File: config.mk
export PLATFORM = sky130hd
export DESIGN_NAME = mux4_rr_arbiter
export DESIGN_NICKNAME = d
export VERILOG_FILES = /design/src/rtl/mux4_rr_arbiter.sv
export SDC_FILE = /design/constraint.sdc
export NUM_CORES = 1
export LEC_CHECK = 0
export BUFFER_PORTS_ARGS = -buffer_cell sky130_fd_sc_hd__buf_2
export CAP_MARGIN = 10
export CORE_MARGIN = 10
export CORE_UTILIZATION = 35
export DETAILED_ROUTE_END_ITERATION = 10
export SKIP_LAST_GASP = 1
export SLEW_MARGIN = 10
export SYNTH_ARGS = -nofsm -noshare
export SYNTH_HDL_FRONTEND = slang
export SYNTH_SLANG_ARGS = --single-unit
File: constraint.sdc
create_clock -name clk -period 3.8 [get_ports clk]
set_input_delay 0.19 -clock clk [delete_from_list [all_inputs] [get_ports clk]]
set_output_delay 0.19 -clock clk [all_outputs]
set_load 0.02 [all_outputs]
File: src/rtl/mux4_rr_arbiter.sv
// Round-robin arbiter sharing a 4:1 multiplexer among four requesters.
// A winner is chosen in IDLE by rotating priority after the last grantee.
// The granted lane is forwarded over a valid/ready port for up to MAX_HOLD
// beats. Every release passes through one IDLE cycle before the next grant.
module mux4_rr_arbiter #(
    parameter int DATA_W   = 1,
    parameter int MAX_HOLD = 4
) (
    input  logic                  clk,
    input  logic                  rst,
    input  logic [3:0]            req,
    input  logic [4*DATA_W-1:0]   din,
    input  logic                  dout_ready,
    output logic [3:0]            gnt,
    output logic                  s1,
    output logic                  s2,
    output logic [DATA_W-1:0]     dout,
    output logic                  dout_valid,
    output logic [3:0]            ack
);

    localparam int CNT_W = $clog2(MAX_HOLD + 1);
    localparam logic [CNT_W-1:0] CNT_LAST = CNT_W'(MAX_HOLD - 1);

    typedef enum logic {
        IDLE  = 1'b0,
        GRANT = 1'b1
    } state_t;

    state_t           state_q, state_d;
    logic [1:0]       idx_q, idx_d;
    logic [1:0]       last_q, last_d;
    logic [CNT_W-1:0] cnt_q, cnt_d;

    logic [DATA_W-1:0] lane [4];
    logic              granted;
    logic [1:0]        sel;
    logic              xfer;
    logic              win_valid;
    logic [1:0]        win_idx;
    logic [1:0]        cand;

    // Split the packed input bus into one entry per requester lane.
    generate
        for (genvar gi = 0; gi < 4; gi++) begin : g_lane
            assign lane[gi] = din[gi*DATA_W +: DATA_W];
        end
    endgenerate

    // Output decode. The mux select follows the registered grant and returns
    // to lane 0 when idle. Reset suppresses any beat still being offered.
    assign granted    = (state_q == GRANT);
    assign sel        = granted ? idx_q : 2'd0;
    assign s1         = sel[0];
    assign s2         = sel[1];
    assign gnt        = granted ? (4'b0001 << idx_q) : 4'b0000;
    assign dout       = lane[sel];
    assign dout_valid = granted & req[idx_q] & ~rst;
    assign xfer       = dout_valid & dout_ready;
    assign ack        = xfer ? (4'b0001 << idx_q) : 4'b0000;

    // Rotating priority: scan from last+1 upward with wrap. The loop runs
    // from the farthest candidate down, so the nearest requester wins.
    always_comb begin
        win_valid = 1'b0;
        win_idx   = 2'd0;
        cand      = 2'd0;
        for (int k = 4; k >= 1; k--) begin
            cand = last_q + 2'(k);
            if (req[cand]) begin
                win_valid = 1'b1;
                win_idx   = cand;
            end
        end
    end

    // Next-state logic: arbitrate in IDLE, count beats and release in GRANT.
    always_comb begin
        state_d = state_q;
        idx_d   = idx_q;
        last_d  = last_q;
        cnt_d   = cnt_q;
        case (state_q)
            IDLE: begin
                if (win_valid) begin
                    idx_d   = win_idx;
                    cnt_d   = '0;
                    state_d = GRANT;
                end
            end
            GRANT: begin
                if (!req[idx_q]) begin
                    // Requester withdrew; give the channel up without a beat.
                    last_d  = idx_q;
                    cnt_d   = '0;
                    state_d = IDLE;
                end else if (xfer) begin
                    if (cnt_q == CNT_LAST) begin
                        // Hold limit reached; force rotation.
                        last_d  = idx_q;
                        cnt_d   = '0;
                        state_d = IDLE;
                    end else begin
                        cnt_d = cnt_q + CNT_W'(1);
                    end
                end
            end
            default: begin
                state_d = IDLE;
            end
        endcase
    end

    // State registers; last resets to 3 so requester 0 has first priority.
    always_ff @(posedge clk) begin
        if (rst) begin
            state_q <= IDLE;
            idx_q   <= 2'd0;
            last_q  <= 2'd3;
            cnt_q   <= '0;
        end else begin
            state_q <= state_d;
            idx_q   <= idx_d;
            last_q  <= last_d;
            cnt_q   <= cnt_d;
        end
    end

endmodule

## Word-level counts from Yosys, hierarchy flattened

Cells that the tools add are included.
Widths: inputs -> output; s select.

- Flip-flop bits (word level): 8
- Logic and storage cells: 66
- Output and inout port bits: 12

- Bitwise gates (word level): 6
- $lt $le $gt $ge: 6
- Equal/unequal tests: 5
- Shifts and indexed selects: 1
- Add/sub/neg operators: 4
- Reduce and logical (&&, ||, !) cells: 3
- Mux-type cells: 37

Operators with widths:

| kind | count |
|---|---|
| $mux 2 | 8 |
| $lt 2x3->1 const B | 5 |
| $mux 1 | 15 |
| $bmux 1 s2 | 6 |
| $mux 3 | 4 |
| $mux 4 | 2 |
| $pmux 3 s2 | 1 |
| $add 2x2->2 const B | 2 |
| $ne 2x2->1 const B | 2 |
| $reduce_and 2->1 | 2 |
| $shl 1x2->4 const A | 1 |
| $add 3x1->3 const B | 1 |
| $and 1x1->1 | 3 |
| $eq 3x2->1 const B | 1 |
| $ge 3x3->1 const B | 1 |
| $ne 3x3->1 const B | 1 |
| $not 2->3 | 1 |
| $reduce_and 3->1 | 1 |
| $add 2x1->2 const B | 1 |
| $ne 2x1->1 const B | 1 |
| $not 1->1 | 2 |
| $pmux 1 s2 | 1 |

## Depth between registers and ports, before layout

Gate-level depths: netlist (run 1).

- Depth in word-level cells: 8
- Depth in mapped cells: 5
- Depth with buffers taken out: 5

## Worst setup path before layout (run 1)

No wires, ideal clock.

- Kind: reg-to-output
- Start point: register idx_q[0]
- End point: output port ack[0]
- Buffers on the path: 1
- Cell stages (with the launch flop): 5
- Arrival: 1,591 ps
- Slack: 2,019 ps
- Path through: dfxtp_1 -> buf_6 -> mux4_2 -> nand2_2 -> nor4_1

- Longest elaborated chain between the ends: 6
- Elaborated cells on any way between the ends: 7
- Those cells by class: shift: 1; mux: 3; bitwise: 3

RTL lines:

| what | line | source |
|---|---|---|
| from (decl) | 31 | `logic [1:0] idx_q, idx_d;` |
| from (signal assigned) | 123 | `idx_q <= idx_d;` |
| $bmux 1 s2 | 58 | `assign dout_valid = granted & req[idx_q] & ~rst;` |
| $mux 1 (not written as such) | 58 |  |
| $and 1x1->1 (2 in a row) | 58 |  |
| $and 1x1->1 | 59 | `assign xfer = dout_valid & dout_ready;` |
| $mux 4 * | 60 | `assign ack = xfer ? (4'b0001 << idx_q) : 4'b0000;` |
| to (decl) | 19 | `output logic [3:0] ack` |

Mark *: on every way between the ends. The rest lies on a longest branch, timed or not. The select of a mux whose other input is x is not followed.

## Worst setup path after layout (run 1)

Ends and elaborated chain as after synthesis.

==> results.yml, run 1 <==
floorplanning:
  core_mm2: 0.00156
  dieArea_mm2: 0.00373
  initial_core_util: 0.379
  rows: 14
  die_width_um: 61.1
  io_pins: 23
  die_h_um: 61.1
global_routing:
  grt_pass1_vias: 596
  grt.total_usage: 0.0877
  grt_overflow: 0
  grt_pass1_wl_um: 2500
  grt_max_degree: 13
  antenna_found_initial: 0
critical_path:
  worstSetupPathType: "reg -> out"
  critical_path_required_ns: 3.61
  crit_path_end_kind: "output pin"
  crit_path_start_kind: "flip-flop"
  critPathLaunch: "idx_q[0]"
  cp_max_fo: 9
  crit_arrival_ns: 1.78
  rr_worst_depth: 3
  r2r-start: "idx_q[0]"
clock_network:
  cts_resized: 0
  htreeDepth: 1
  clockBufferDepth: 2
  clk_pin_slew_ns: 0.05
  cts.hold.buffers_added: 0
  numClockSinks: 8
  numCtsBuffers: 3
  cts-root-buf: "clkbuf_4"
  cts_tree: "built"
  cts_setup_buffers: 0
  insertion_delay_ns: 0.26
finish:
  fillers: 160
  nets: 112
  antenna_cells: 0
  layout-drive-gt1-share: 0.316
  area_growth_pct: 21.4
  finish.instance_area_um2: 717
placed_design:
  place_congestion: 0.776
  hpwl_um: 1280
  pre_cts_ws_ns: 2.05
  port_buffers: 22
  placed_cell_area_um2: 694
timing:
  hold_viol: 0
  setup-tns-final_ns: 0
  finalSetupViolCount: 0
  relSlewSlack: 0.768
  worst_pin_slew_ns: 0.347
  max_freq_mhz: 509
  period_needed_ns: 1.97
  rsz0062_at_grt: "false"
  skew_ns: 0.00277
  layout_setup_ws_ns: 1.83
  min_period_over_period: 0.517
  drv_slew: 0
synth:
  netlist.area_leader.share: 0.271
  ys_seq_elements: 8
  synth_ff_type: "dfxtp_1"
  synth_seq_area_share: 0.271
  async_flop_share: 0
  ys_types: 35
  ys_warn_count: 0
  syn_area_um2: 591
  synthCells: 76
  avgSynthCellArea_um2: 7.77
  synth_top_family_by_area: "simple AND/OR/NAND/NOR gates"
  syn_nets: 88
  yosysTopAreaCell: "dfxtp_1"
  synth_fa_ha_area_frac: 0.0212
  synthXorXnorAreaFrac: 0
  synthSimpleGateAreaFrac: 0.311
  synth_edf_count: 0
  synthMuxAreaShare: 0.0720
  synth_compound_area_frac: 0.235
  synth_area_leaders: "dfxtp_1, nor4_1, a21oi_1"
routing:
  antenna_left: 0
  dr.pass1.iters: 4
  drt_wl_total_um: 1590
  via_count: 640
  wl_per_cell_um: 13.9
  first_iter_violations: 15
  drc: 0
  via_per_inst: 5.61
min_path:
  hp-start: "rst"
  holdPathStages: 2
  hp-class: "in -> reg"
pwr:
  p_sw_mw: 0.0808
  seq_power_share: 0.431
  p_per_area_mw_per_mm2: 330
  p_comb_frac: 0.286
  pwr-share-clk: 0.283
  intPower_mw: 0.156
  vdd_ir_drop_max_uv: 171
  p_sw_frac: 0.342
  power.leakage_nw: 0.372
run:
  max_cap_violations: 0
status:
  outcome: "complete, no violations"
[per-layer routing]
metal	part of all wire	vias to the layer above	wire length, um	GRT usage
met1	0.45	283	709	0.100
met3	0.13	5	199	0.0370
li1	-	322	-	-
met2	0.40	30	642	0.132
met5	0	-	0	0
met4	0.024	0	38	0.0554
[cells in the mapped netlist, drive strengths merged (2+ instances only)]
master and number:
a21oi 6, and2b 2, and3 2, buf 3, dfxtp 8, inv 7
mux2i 2, nand2 7, nand4 2, nor2 8, nor2b 3, nor4 5
o21ai 4
[cell type report]
cell class / count / area [um^2] / area share
sequential: 8 / 160 / 0.223
timing repair buffer: 22 / 110 / 0.154
tap: 16 / 20.0 / 0.0279
inverter: 7 / 26.3 / 0.0366
clock buffer: 3 / 22.5 / 0.0314
multi-input combinational: 58 / 378 / 0.527
[flip-flops by register name, summed over array words and instances (netlist names)]
name     count
granted      1
cnt_q        3
last_q       2
idx_q        2
[worst paths after layout]
path	to	slack [ns]
max	ack[0]	1.83
min	cnt_q[0]	0.23
max reg2reg	cnt_q[2]	2.06
min reg2reg	cnt_q[2]	0.46
[cell families after synthesis]
family                   after synthesis
multiplexers                           3
AO/OA/AOI/OAI                         21
AND/OR/NAND/NOR                       33
buffers and inverters                 10
adder cells (fa/ha/maj)                1
flip-flops                             8
[metrics by stage]
stage | util | hold WS, ns | total power [mW] | instances
after detailed placement | 0.445 | 0.456 | 0.171 | 111
after global placement | 0.445 | 0.447 | 0.170 | 111
after global routing | 0.460 | 0.244 | 0.250 | 114
after floorplan | - | 0.377 | 0.153 | 76
final | 0.460 | 0.230 | 0.236 | 114
after CTS | 0.460 | 0.225 | 0.236 | 114
[power by group through the flow]
stage               logic [mW]  clock network, mW  registers, mW
CTS                     0.0679             0.0667          0.102
floorplan               0.0560                  0         0.0970
global placement        0.0666                  0          0.103
global route            0.0753             0.0714          0.103
finish                  0.0676             0.0668          0.102
detailed placement      0.0676                  0          0.104
[cell usage in the layout (no fill, tap or decap), types with 2 or more instances in the layout]
cell	n
nand4_1	2
mux2i_1	2
nor2b_1	3
nand2_1	6
buf_2	22
a21oi_1	6
inv_1	7
nor4_1	5
nor2_1	8
o21ai_0	2
dfxtp_1	8
clkbuf_4	3
o21ai_1	2
[critical path, stage by stage (launching register included)]
cell and delay (ns):
dfxtp_1 0.49, mux4_2 0.62, nand2_2 0.17, nor4_1 0.07, buf_2 0.17
Power figures use the tool's default switching activity.
==> run 2, diff against run 1 <==
clock period = 1.78 ns   (was 3.8 ns; I/O delays follow)
==> results.yml, run 2 (same netlist as run 1, synthesis figures left out) <==
finish:
  utilization: 0.470
  fillers: 156
  stdcell_count: 115
  reg.largest.list: "cnt_q: 3 flops, idx_q: 2 flops, last_q: 2 flops"
  nets: 113
  area_growth_pct: 23.9
  layout-drive-gt1-share: 0.343
  top_register: "cnt_q"
  largest_register_ffs: 3
  final_common_cell: "buf_2"
  antenna_cells: 0
  layout_common_cells: "buf_2, nor2_1, inv_1, dfxtp_1"
timing:
  layout_setup_ws_ns: 0.0933
  rsz0062_at_grt: "true"
  max_freq_mhz: 593
  skew_ns: 0.00164
  worst_pin_slew_ns: 0.360
  min_period_over_period: 0.948
  finalSetupViolCount: 0
  relSlewSlack: 0.760
  period_needed_ns: 1.69
  hold-worst-slack_ns: 0.112
  hold_viol: 0
  drv_slew: 0
routing:
  antenna_left: 0
  via_count: 628
  dr.pass1.iters: 4
  drt_wl_total_um: 1620
  first_iter_violations: 23
  drc: 0
  via_per_inst: 5.46
  wl_per_cell_um: 14.1
pwr:
  vdd_ir_drop_max_uv: 380
  power.leakage_nw: 0.378
  totalPowerFinal_mw: 0.518
  p_per_area_mw_per_mm2: 707
critical_path:
  crit_path_start_kind: "flip-flop"
  worstPathCellList: "mux4_2 > nand2_2 > nor4_1 > buf_2"
  cp_slowest_cell: "mux4_2"
  cp_slowest_stage_delay_ns: 0.57
  critical_path_required_ns: 1.69
  worstSetupPathType: "reg -> out"
  cp_max_fo: 7
  crit_arrival_ns: 1.60
  r2r-start: "idx_q[0]"
  critPathLaunch: "idx_q[0]"
  crit_path_end_kind: "output pin"
  critical_path_buf_inv_count: 1
  crit_family: "multiplexers"
placed_design:
  hpwl_um: 1300
  place_congestion: 0.745
  port_buffers: 22
  place_inst: 112
  pre_cts_ws_ns: 0.226
floorplanning:
  rows: 14
  dieArea_mm2: 0.00373
  io_pins: 23
  die_width_um: 61.1
  core_mm2: 0.00156
  initial_core_util: 0.379
  die_h_um: 61.1
clock_network:
  cts_tree: "built"
  cts_resized: 0
  numCtsBuffers: 3
  clockBufferDepth: 2
  cts-root-buf: "clkbuf_4"
  clk_pin_slew_ns: 0.06
  numClockSinks: 8
  insertion_delay_ns: 0.27
  cts.hold.buffers_added: 0
  htreeDepth: 1
  cts_setup_buffers: 0
global_routing:
  grt_max_degree: 13
  grt_overflow: 0
  grt.total_usage: 0.0935
  antenna_found_initial: 0
  grt_pass1_vias: 607
  grt_pass1_wl_um: 2630
run:
  max_cap_violations: 0
min_path:
  hp-class: "in -> reg"
  hp-start: "rst"
status:
  outcome: "complete, no violations"
[run 2: area by class of cell]
class	count	area (um^2)	share of cell area
Timing Repair Buffer	23	118	0.161
Tap cell	16	20.0	0.0274
Sequential cell	8	161	0.221
Clock buffer	3	22.5	0.0308
Inverter	7	26.3	0.0359
Multi-Input combinational cell	58	384	0.525
[run 2: through the flow]
step / instance area [um^2] / setup TNS [ns]
CTS: 724 / 0
floorplan: 591 / 0
global route: 732 / -0.0450
global placement: 702 / 0
detailed placement: 702 / 0
finish: 732 / 0
[run 2: final timing paths]
path                    to  slack [ns]  cells after the start
hold reg to reg   cnt_q[2]        0.46                      1
hold / removal    idx_q[1]        0.11                      2
setup reg to reg  cnt_q[2]        0.22                      3
setup / recovery    ack[3]        0.09                      4
[run 2: where the power goes]
group	total, mW	leakage [nW]	switching [mW]	internal, mW
Clock	0.151	0.0138	0.0726	0.0779
Sequential	0.214	0.0661	0.0206	0.194
Combinational	0.153	0.298	0.0879	0.0649
Total	0.518	0.378	0.181	0.336
[run 2: per-layer routing]
metal | wire length (um) | global-route usage
met5 | 0 | 0
met4 | 45 | 0.0782
met3 | 133 | 0.0247
met2 | 681 | 0.151
met1 | 756 | 0.100
==> run 3, diff against run 2 <==
--- a/config.mk
+++ b/config.mk
@@ -11,3 +11,5 @@
 export CORE_UTILIZATION = 35
+export CTS_CLUSTER_SIZE = 28
 export DETAILED_ROUTE_END_ITERATION = 10
+export GPL_TIMING_DRIVEN = 0
 export SKIP_LAST_GASP = 1
==> constraint.sdc (replaced) <==
create_clock -name clk -period 1.78 [get_ports clk]
set_input_delay 0.178 -clock clk [delete_from_list [all_inputs] [get_ports clk]]
set_output_delay 0.178 -clock clk [all_outputs]
set_load 0.02 [all_outputs]
==> results.yml, run 3 (same netlist as run 1, synthesis figures left out) <==
critical_path:
  cp_max_fo: 6
  critPathLaunch: "idx_q[0]"
  crit_path_start_kind: "flip-flop"
  crit_path_end_kind: "output pin"
  worstSetupPathType: "reg -> out"
  crit_arrival_ns: 1.60
  r2r-start: "idx_q[0]"
  critical_path_required_ns: 1.60
global_routing:
  antenna_found_initial: 0
  use_met3: 0.0391
  grt_overflow: 0
  met2_usage: 0.136
  grt_max_degree: 11
  grt_pass1_vias: 573
  grt.total_usage: 0.0873
  grtUsageMet1: 0.108
  grt_pass1_wl_um: 2530
  busiest_layer: "met2"
pwr:
  power.leakage_nw: 0.422
  totalPowerFinal_mw: 0.558
  p_per_area_mw_per_mm2: 670
  vdd_ir_drop_max_uv: 393
floorplanning:
  dieArea_mm2: 0.00373
  die_h_um: 61.1
  rows: 14
  initial_core_util: 0.379
  io_pins: 23
  die_width_um: 61.1
  core_mm2: 0.00156
timing:
  period_needed_ns: 1.77
  skew_ns: 0.00567
  drv_slew: 0
  hold_viol: 0
  finalSetupViolCount: 0
  relSlewSlack: 0.772
  hold-worst-slack_ns: 0.152
  worst_pin_slew_ns: 0.342
  rsz0062_at_grt: "true"
  min_period_over_period: 0.997
  max_freq_mhz: 563
finish:
  seq_area_um2: 163
  nets: 120
  fillers: 147
  top_register: "cnt_q"
  reg.largest.list: "cnt_q: 3 flops, idx_q: 2 flops, last_q: 2 flops"
  layout_common_cells: "buf_2, buf_4, nor2_1, inv_1"
  area_growth_pct: 40.9
  multiInputGateArea_um2: 417
  antenna_cells: 0
  stdcell_count: 122
  layout-drive-gt1-share: 0.425
  final_common_cell: "buf_2"
  largest_register_ffs: 3
  finish.instance_area_um2: 832
placed_design:
  place_congestion: 0.783
  port_buffers: 21
  placed_cell_area_um2: 716
  place_inst: 113
clock_network:
  numCtsBuffers: 3
  cts_tree: "built"
  insertion_delay_ns: 0.26
  clk_pin_slew_ns: 0.06
  clockBufferDepth: 2
  htreeDepth: 1
  numClockSinks: 8
  cts.hold.buffers_added: 0
  cts-root-buf: "clkbuf_4"
routing:
  first_iter_violations: 4
  dr.pass1.iters: 4
  via_count: 661
  via_per_inst: 5.42
  antenna_left: 0
  drc: 0
  drt_wl_total_um: 1660
  wl_per_cell_um: 13.6
min_path:
  hp-class: "in -> reg"
  hp-start: "rst"
run:
  max_cap_violations: 0
status:
  outcome: "complete, no violations"
## run 3: cell count changes in the layout (fill, tap and decap cells not counted)
cell	change
nor4_1	-3
nand2_2	-1
nor4_4	+1
nor4_2	+2
buf_6	+1
buf_2	-4
buf_4	+10
dfxtp_1	-1
dfxtp_2	+1
nand2_4	+1
## run 3: through the flow
step	worst slack, ns	TNS (ns)	util
after floorplan	0.0107	0	-
after global placement	0.120	0	0.459
after detailed placement	0.118	0	0.459
after CTS	0.0108	0	0.495
after global routing	-0.0525	-0.228	0.534
final	0.00509	0	0.534
## run 3: worst paths after layout
| check | end | slack (ns) | cells after the start |
|---|---|---|---|
| worst max-delay path | ack[2] | 0.005 | 5 |
| worst max register to register | cnt_q[2] | 0.05 | 5 |
| worst min-delay path | cnt_q[0] | 0.15 | 2 |
| worst min register to register | cnt_q[2] | 0.46 | 1 |
## run 3: worst max-delay path, cell delays in order (launching register included)
cell and delay [ns]:
dfxtp_2 0.32, buf_6 0.11, mux4_2 0.55, nand2_4 0.15, nor4_2 0.06, buf_4 0.16
## run 3: layout make-up
cell class                 instances  area share
tap                               16      0.0241
multi-input combinational         58       0.501
clock buffer                       3      0.0271
timing repair buffer              27       0.189
inverter                           7      0.0316
buffer                             3      0.0316
sequential                         8       0.195
## run 3: timing repair
action                     in CTS  in global routing
resized for setup               2                  9
setup endpoints to repair       5                  6
pin swaps                       1                  2
buffers inserted                3                  3
## run 3: layer usage
layer	vias up	wire length (um)
li1	342	-
met1	298	777
met2	19	715
met3	2	154
met4	0	12
met5	-	0
## run 3: power by group
| part | total, mW | switching, mW | internal [mW] |
|---|---|---|---|
| Sequential | 0.210 | 0.0158 | 0.194 |
| Clock | 0.146 | 0.0683 | 0.0776 |
| Combinational | 0.202 | 0.109 | 0.0929 |
